**src/rtl/mem_port_arbiter.sv**
```systemverilog
// Shares one fixed-latency single-port memory between IF and MEM; DM has fixed priority.
// Latency: grant -> MEM_LAT enable cycles -> one-cycle ready pulse; requesters wait via stall_if/stall_mem.
module mem_port_arbiter #(
    parameter int MEM_LAT = 2,
    parameter int AW      = 32
) (
    input  logic          clk,
    input  logic          rst,
    input  logic          if_req,
    input  logic [AW-1:0] if_addr,
    output logic [31:0]   if_rdata,
    output logic          if_ready,
    input  logic          dm_req,
    input  logic          dm_we,
    input  logic [1:0]    dm_len,
    input  logic [AW-1:0] dm_addr,
    input  logic [31:0]   dm_wdata,
    output logic [31:0]   dm_rdata,
    output logic          dm_ready,
    output logic          mem_en,
    output logic          mem_we,
    output logic [1:0]    mem_len,
    output logic [AW-1:0] mem_addr,
    output logic [31:0]   mem_wdata,
    input  logic [31:0]   mem_rdata,
    output logic          stall_if,
    output logic          stall_mem,
    output logic          busy
);

    if (MEM_LAT < 1 || MEM_LAT > 15) begin : g_bad_lat
        $error("mem_port_arbiter: MEM_LAT must be within 1..15");
    end

    typedef enum logic {IDLE, ACCESS} state_t;
    typedef enum logic {OWN_IF, OWN_DM} owner_t;

    typedef struct packed {
        logic          we;
        logic [1:0]    len;
        logic [AW-1:0] addr;
        logic [31:0]   wdata;
    } req_t;

    localparam logic [3:0] CNT_INIT = 4'(MEM_LAT - 1);

    state_t      state, state_nxt;
    owner_t      owner, owner_nxt;
    logic [3:0]  cnt, cnt_nxt;
    req_t        lat, lat_nxt;
    logic [31:0] if_rdata_nxt, dm_rdata_nxt;
    logic        if_ready_nxt, dm_ready_nxt;
    logic        eff_dm, eff_if;

    // A port is masked in its own ready cycle so it cannot be re-granted on a stale request.
    assign eff_dm = dm_req & ~dm_ready;
    assign eff_if = if_req & ~if_ready;

    always_ff @(posedge clk) begin
        if (rst) begin
            state    <= IDLE;
            owner    <= OWN_IF;
            cnt      <= '0;
            lat      <= '0;
            if_rdata <= '0;
            dm_rdata <= '0;
            if_ready <= 1'b0;
            dm_ready <= 1'b0;
        end else begin
            state    <= state_nxt;
            owner    <= owner_nxt;
            cnt      <= cnt_nxt;
            lat      <= lat_nxt;
            if_rdata <= if_rdata_nxt;
            dm_rdata <= dm_rdata_nxt;
            if_ready <= if_ready_nxt;
            dm_ready <= dm_ready_nxt;
        end
    end

    always_comb begin
        state_nxt    = state;
        owner_nxt    = owner;
        cnt_nxt      = cnt;
        lat_nxt      = lat;
        if_rdata_nxt = if_rdata;
        dm_rdata_nxt = dm_rdata;
        if_ready_nxt = 1'b0;
        dm_ready_nxt = 1'b0;
        case (state)
            IDLE: begin
                if (eff_dm) begin
                    owner_nxt     = OWN_DM;
                    lat_nxt.we    = dm_we;
                    lat_nxt.len   = dm_len;
                    lat_nxt.addr  = dm_addr;
                    lat_nxt.wdata = dm_wdata;
                    cnt_nxt       = CNT_INIT;
                    state_nxt     = ACCESS;
                end else if (eff_if) begin
                    owner_nxt     = OWN_IF;
                    lat_nxt.we    = 1'b0;
                    lat_nxt.len   = 2'b11;
                    lat_nxt.addr  = if_addr;
                    lat_nxt.wdata = '0;
                    cnt_nxt       = CNT_INIT;
                    state_nxt     = ACCESS;
                end
            end
            ACCESS: begin
                if (cnt == 4'd0) begin
                    state_nxt = IDLE;
                    if (owner == OWN_IF) begin
                        if_ready_nxt = 1'b1;
                        if_rdata_nxt = mem_rdata;
                    end else begin
                        dm_ready_nxt = 1'b1;
                        if (!lat.we) begin
                            dm_rdata_nxt = mem_rdata;
                        end
                    end
                end else begin
                    cnt_nxt = cnt - 4'd1;
                end
            end
            default: state_nxt = IDLE;
        endcase
    end

    assign mem_en    = (state == ACCESS);
    assign busy      = mem_en;
    assign mem_we    = mem_en & lat.we;
    assign mem_len   = lat.len;
    assign mem_addr  = lat.addr;
    assign mem_wdata = lat.wdata;

    assign stall_if  = if_req & ~if_ready;
    assign stall_mem = dm_req & ~dm_ready;

endmodule

```
**config.mk**
```make
export PLATFORM = sky130hd
export DESIGN_NAME = mem_port_arbiter
export DESIGN_NICKNAME = d
export VERILOG_FILES = /design/src/rtl/mem_port_arbiter.sv
export SDC_FILE = /design/constraint.sdc
export NUM_CORES = 1
export LEC_CHECK = 0
export CORE_MARGIN = 4
export CORE_UTILIZATION = 40
export CTS_CLUSTER_DIAMETER = 30
export DETAILED_ROUTE_END_ITERATION = 6
export GPL_TIMING_DRIVEN = 0
export PLACE_DENSITY = 0.78
export SYNTH_ARGS = -nofsm -noshare
export SYNTH_HDL_FRONTEND = slang
export SYNTH_SLANG_ARGS = --single-unit
```
**constraint.sdc**
```tcl
create_clock -name clk -period 5.7 [get_ports clk]
set_clock_uncertainty 0.15 [all_clocks]
set_input_delay 0.57 -clock clk [delete_from_list [all_inputs] [get_ports clk]]
set_output_delay 0.57 -clock clk [all_outputs]
set_load 0.05 [all_outputs]
```
==> flow_summary_export.csv <==
group,metric,value,unit
clocking,holdBufCountCts,0,
yosys,synthFlopType,"dfxtp_1",
sta,final.setup.tns,0,ns
route,drc,0,
worst_setup_path,cpPeakStageDelay,0.90,ns
yosys,yosysSeqAreaShare,50.12,%
power,ir_worst_vdd,0.2065,mV
finish,nNetsFinal,1073,
route,wl_per_cell,15.76,µm
sta,fmax,0.2939,GHz
worst_setup_path,crit_fanout,10,
yosys,syn_nets,784,
worst_setup_path,reg2reg_depth,8,
yosys,syn-cell-area,5552,µm²
power,powerDensity,331.9,nW/µm²
outcome,outcome,"finished clean",
yosys,ys_types,33,
yosys,async_flop_share,0,%
finish,final_cell_mix,"270 x clkdlybuf4s50_1, 193 x nand2_1, 139 x dfxtp_1",
clocking,cts-resized-gates,0,
sta,post-route-period-util,59.69,%
hold_path,holdCritPathClass,"reg2reg",
global_routing,grt_usage,21.97,%
global_routing,overflow,0,
sta,setup_slack,2.298,ns
yosys,ys_seq_elements,139,
floorplan,die_w,125.8,µm
worst_setup_path,slowest_stage,"clkdlybuf4s50_1",
sta,rsz0062_at_grt,"no",
global_routing,grt_pass1_wl,27790,µm
yosys,synth_edf_count,0,
finish,mostFrequentLayoutCell,"clkdlybuf4s50_1",
floorplan,dieArea,15830,µm²
sta,tightestPinTransition,0.5763,ns
run,drv_cap,0,
floorplan,initial_utilization,41.43,%
clocking,cts_setup_buffers,0,
clocking,cts_sinks,139,
worst_setup_path,crit_arrival,2.68,ns
route,antenna_left,0,
route,wirelength,17750,µm
route,drt_iter0_markers,286,
sta,hold_violations,0,
finish,drive_gt1_share,13.79,%
place,gp_congestion,0.8606,
worst_setup_path,startpoint_type,"input pin",
finish,antenna_cells,0,
clocking,path_clk_slew,0.06,ns
place,place_ws,2.280,ns
sta,finalCriticalPeriod,3.402,ns
sta,maxSlewHeadroom,61.25,%
global_routing,grt_antenna_before_repair,0,
sta,slew_viol_final,0,
worst_setup_path,cp-end-kind,"output pin",
route,vias_per_cell,4.825,
sta,setup_viol,0,
worst_setup_path,crit_top_cell,"clkdlybuf4s50_1",
floorplan,coreArea,13400,µm²
place,place_hpwl,13410,µm
worst_setup_path,critPathKind,"in2out",
power,finalPower,0.003006,W
floorplan,io_pins,272,
hold_path,holdPathStages,2,
route,drt_first_pass_iters,6,
yosys,synthCells,648,
clocking,cts_root_buffer,"clkbuf_16",
global_routing,grt_max_degree,17,
clocking,clockBufferDepth,2,
clocking,cts_buffers,17,
clocking,h-tree-depth,4,
global_routing,grt_pass1_vias,5363,
floorplan,die_height,125.8,µm
clocking,cts_tree,"built",
yosys,yosys_warnings,0,
floorplan,fp-row-count,42,
finish,syn_to_final_growth,63.13,%
place,portBuffers,270,
power,power_leakage,3.522,nW
route,vias,5433,
yosys,syn_area_per_cell,8.567,µm²
worst_setup_path,required,4.98,ns
worst_setup_path,cp_cell_sequence,"clkdlybuf4s50_1, nand2b_1, buf_4, inv_4, clkbuf_1, clkdlybuf4s50_1",
clocking,clk_latency,0.42,ns
-- worst max-delay path, delay by kind of cell --
kind | cells | cell delay, ns
buffers and inverters | 5 | 2.05
AND/OR/NAND/NOR | 1 | 0.05
-- Yosys cell counts, types with 2 or more instances --
master / instances / area (µm²)
nand2_1: 193 / 724.4
dfxtp_1: 139 / 2783
buf_4: 68 / 510.5
a21oi_1: 67 / 335.3
nor2_1: 39 / 146.4
a22o_1: 33 / 289.0
a311oi_1: 32 / 280.3
buf_2: 21 / 105.1
clkbuf_1: 20 / 75.07
buf_6: 5 / 56.30
nor3_1: 5 / 25.02
inv_1: 2 / 7.510
nor2b_1: 2 / 12.51
o21ai_0: 2 / 10.01
or3_1: 2 / 12.51
-- registers in the layout, summed over array words and instances, names as in the netlist, 2 cells and up --
name	count
mem_len	2
mem_wdata	32
dm_rdata	32
if_rdata	32
mem_addr	32
cnt	4
-- cells by family (layout without fill, tap and decap cells) --
kind of cell / Yosys count / in the layout / synth area share (%)
adders and majority gates: 1 / 1 / 0.2253
DFF: 139 / 139 / 50.12
buffers and inverters: 117 / 419 / 13.70
and+or+nand+nor: 251 / 251 / 18.48
AOI/OAI and AO/OA: 140 / 140 / 17.47
-- worst paths after layout --
check | start | slack (ns) | end
worst max register to register | cnt[0] | 3.69 | if_rdata[17]
worst max-delay path | dm_req | 2.30 | stall_mem
worst min register to register | if_rdata[5] | 0.30 | if_rdata[5]
worst min-delay path | if_rdata[5] | 0.30 | if_rdata[5]
-- stage by stage --
stage | hold WS [ns] | area [µm²] | utilization, % | cells
after floorplan | 0.2934 | 5552 | - | 648
after global routing | 0.3221 | 9056 | 67.58 | 1126
after global placement | 0.2912 | 8474 | 63.24 | 1094
final | 0.3015 | 9056 | 67.58 | 1126
after detailed placement | 0.2956 | 8474 | 63.24 | 1094
after CTS | 0.3036 | 9056 | 67.58 | 1126
-- layout make-up --
cell class / instances / area [µm²]
clock inverters: 10 / 117.6
flip-flops and latches: 139 / 2783
multi-input cells: 392 / 2008
plain buffers: 114 / 747.0
fillers: 1122 / 4344
inverters: 3 / 13.76
well taps: 176 / 220.2
clock buffers: 22 / 464.2
repair buffers: 270 / 2703
-- report_power, final --
| group | switching [W] | leakage [nW] | internal (W) |
|---|---|---|---|
| logic | 0.000485 | 2.11 | 0.000347 |
| registers | 0.0000436 | 1.14 | 0.00105 |
| clock network | 0.000413 | 0.272 | 0.000666 |
| total | 0.000942 | 3.52 | 0.00206 |
-- metal layers --
layer / up-vias / global-route usage, % / wire (µm)
met2: 224 / 35.87 / 8440
met3: 41 / 7.451 / 1474
li1: 2694 / - / -
met1: 2474 / 26.32 / 7242
met5: - / 0 / 0
met4: 0 / 9.842 / 594
No activity file was read; power rests on OpenSTA's default activity.
==> RTL edit, RTL diff (config.mk and constraints unchanged) <==
Set the parameter `AW` to 16 (it was 32).
--- a/src/rtl/mem_port_arbiter.sv
+++ b/src/rtl/mem_port_arbiter.sv
@@ -4,3 +4,3 @@
     parameter int MEM_LAT = 2,
-    parameter int AW      = 32
+    parameter int AW      = 16
 ) (
Ports: changed (resized dm_addr, if_addr and mem_addr); port bits go from 272 to 224. The function was not compared with the original's and may differ.
==> RTL edit against the original RTL <==
- cell area down 11%
- power is 12% lower
- core utilization decreased by 1.3 points
- sequential cell count shrank 16
- count of clock-buffer cells in the layout down 4
- highest routed layer unchanged
- largest power group is now clock
- area after synthesis down 9.1%
- via count down 18%
- worst setup slack better by 0.10 ns
- wire length shrank 15%
- global-route usage down 1.3 points
- maximum frequency grew 3.1%
==> RTL edit: results (changes against the original RTL) <==
Outcome = finished, final reports clean
Worst hold margin = 0.304 ns (+0.00207 ns)
Share of cells above drive strength 1 = 14.5% (+0.67 points)
Instance area at placement = 7480 µm² (-12%)
Vias in the first global route = 4795 (-11%)
Setup WS pre-CTS = 2.39 ns (+0.115 ns)
Capturing point of the worst reg2reg path = dm_rdata[22]
# fillers = 1015 (-9.5%)
Count of multi-input gates = 263 (-33%)
DR iter-0 viols = 161 (-44%)
Peak VDD IR = 0.183 mV (-11%)
Worst r2r path cells = 7 (-1)
Slew headroom = 61.1% (-0.14 points)
Register area share after synthesis = 48.8% (-1.3 points)
First-pass GRT wire length = 23.8 mm (-14%)
Final non-clock buffer share = 34.8% (-3.3 points)
Fin cells = 915 (-19%)
Non-clk invs = 22 (+19)
Critical Path Max Stage Delay = 0.83 ns (-0.07 ns)
Port Buffers = 222 (-18%)
Clock-cell share of area = 7.31% (+0.88 points)
Leakage = 3.28 nW (-6.8%)
Worst skew pair latency = 0.40 ns (-0.02 ns)
Buffers excl. clock = 309 (-20%)
Vias per std cell = 4.85 (+0.52%)
Placed wire-length estimate = 11.4 mm (-15%)
Avg Cell Area, Syn = 10.2 µm² (+19%)
HP Start = dm_rdata[24]
Placer congestion estimate = 0.790 (-8.2%)
Clock buffers = 18 (-18%)
GRT Total Usage = 20.7% (-1.3 points)
FF-to-FF setup slack = 3.73 ns (+0.04 ns)
Placed cells = 885 (-19%)
First-pass DRT Iterations = 5 (-1)
Routed wire per std cell = 16.4 µm (+4.2%)
Syn Inst Count = 495 (-24%)
Ranking of synthesized cells by area = dfxtp_1 49%, mux2i_1 16%, buf_4 8.0%
Area Growth Syn to Fin = 59.9%
P_sw = 0.000777 W (-18%)
Crit Reg-Reg Startpoint = cnt[1]
Total number of sequential cells = 123 (-12%)
Hold Path End = dm_rdata[24]
Syn_nets = 599 (-24%)
Deepest clock path buffer count = 2 (unchanged)
Final #Nets = 840 (-22%)
Synth cell types = 38 (+15%)
Critical path data arrival time = 2.58 ns (-0.10 ns)
RTL edit: cell count changes in the layout (fill, tap and decap cells not counted), moves of 19 or more:
cell             unedited run  this run
a21oi_1                    67         3
a22o_1                     33         0
a311oi_1                   32         0
a32o_1                      0        33
clkdlybuf4s50_1           270       222
inv_1                       2        21
mux2i_1                     0        80
nand2_1                   193        99
nor2_1                     39         3
RTL edit: kinds of logic (layout without fill, tap and decap cells):
kind of cell               after synthesis  count (layout)  synth area share, %
and+or+nand+nor                        120             120                 10.6
buffers and inverters                  109             361                 13.3
adders and majority gates                1               1                0.248
muxes                                   80              80                 15.9
AOI/OAI and AO/OA                       62              62                 11.2
DFF                                    123             123                 48.8
RTL edit: how the worst max path moves through the flow:
stage | start | end | slack (ns) | cells past startpoint
2_1_floorplan | busy | mem_we | 3.55 | 2
3_3_place_gp | dm_req | stall_mem | 2.42 | 6
3_5_place_dp | dm_req | stall_mem | 2.39 | 6
4_1_cts | dm_req | stall_mem | 2.39 | 6
5_1_grt | dm_req | stall_mem | 2.31 | 6
6_report | dm_req | stall_mem | 2.40 | 6
RTL edit: metal layers:
metal / up-vias / routed length [µm] / global-route usage [%]
met1: 2090 / 5680 / 22.2
met2: 166 / 7670 / 36.6
li1: 2163 / - / -
met5: - / 0 / 0
met4: 0 / 214 / 7.51
met3: 19 / 1460 / 8.37
RTL edit: power groups by stage:
| stage | Sequential, W | Combinational [W] | Clock, W |
|---|---|---|---|
| 2_1_floorplan | 0.00106 | 0.000314 | 0 |
| 3_3_place_gp | 0.000970 | 0.000626 | 0 |
| 3_5_place_dp | 0.000972 | 0.000637 | 0 |
| 4_1_cts | 0.000955 | 0.000639 | 0.00108 |
| 5_1_grt | 0.000963 | 0.000668 | 0.00112 |
| 6_report | 0.000955 | 0.000635 | 0.00107 |
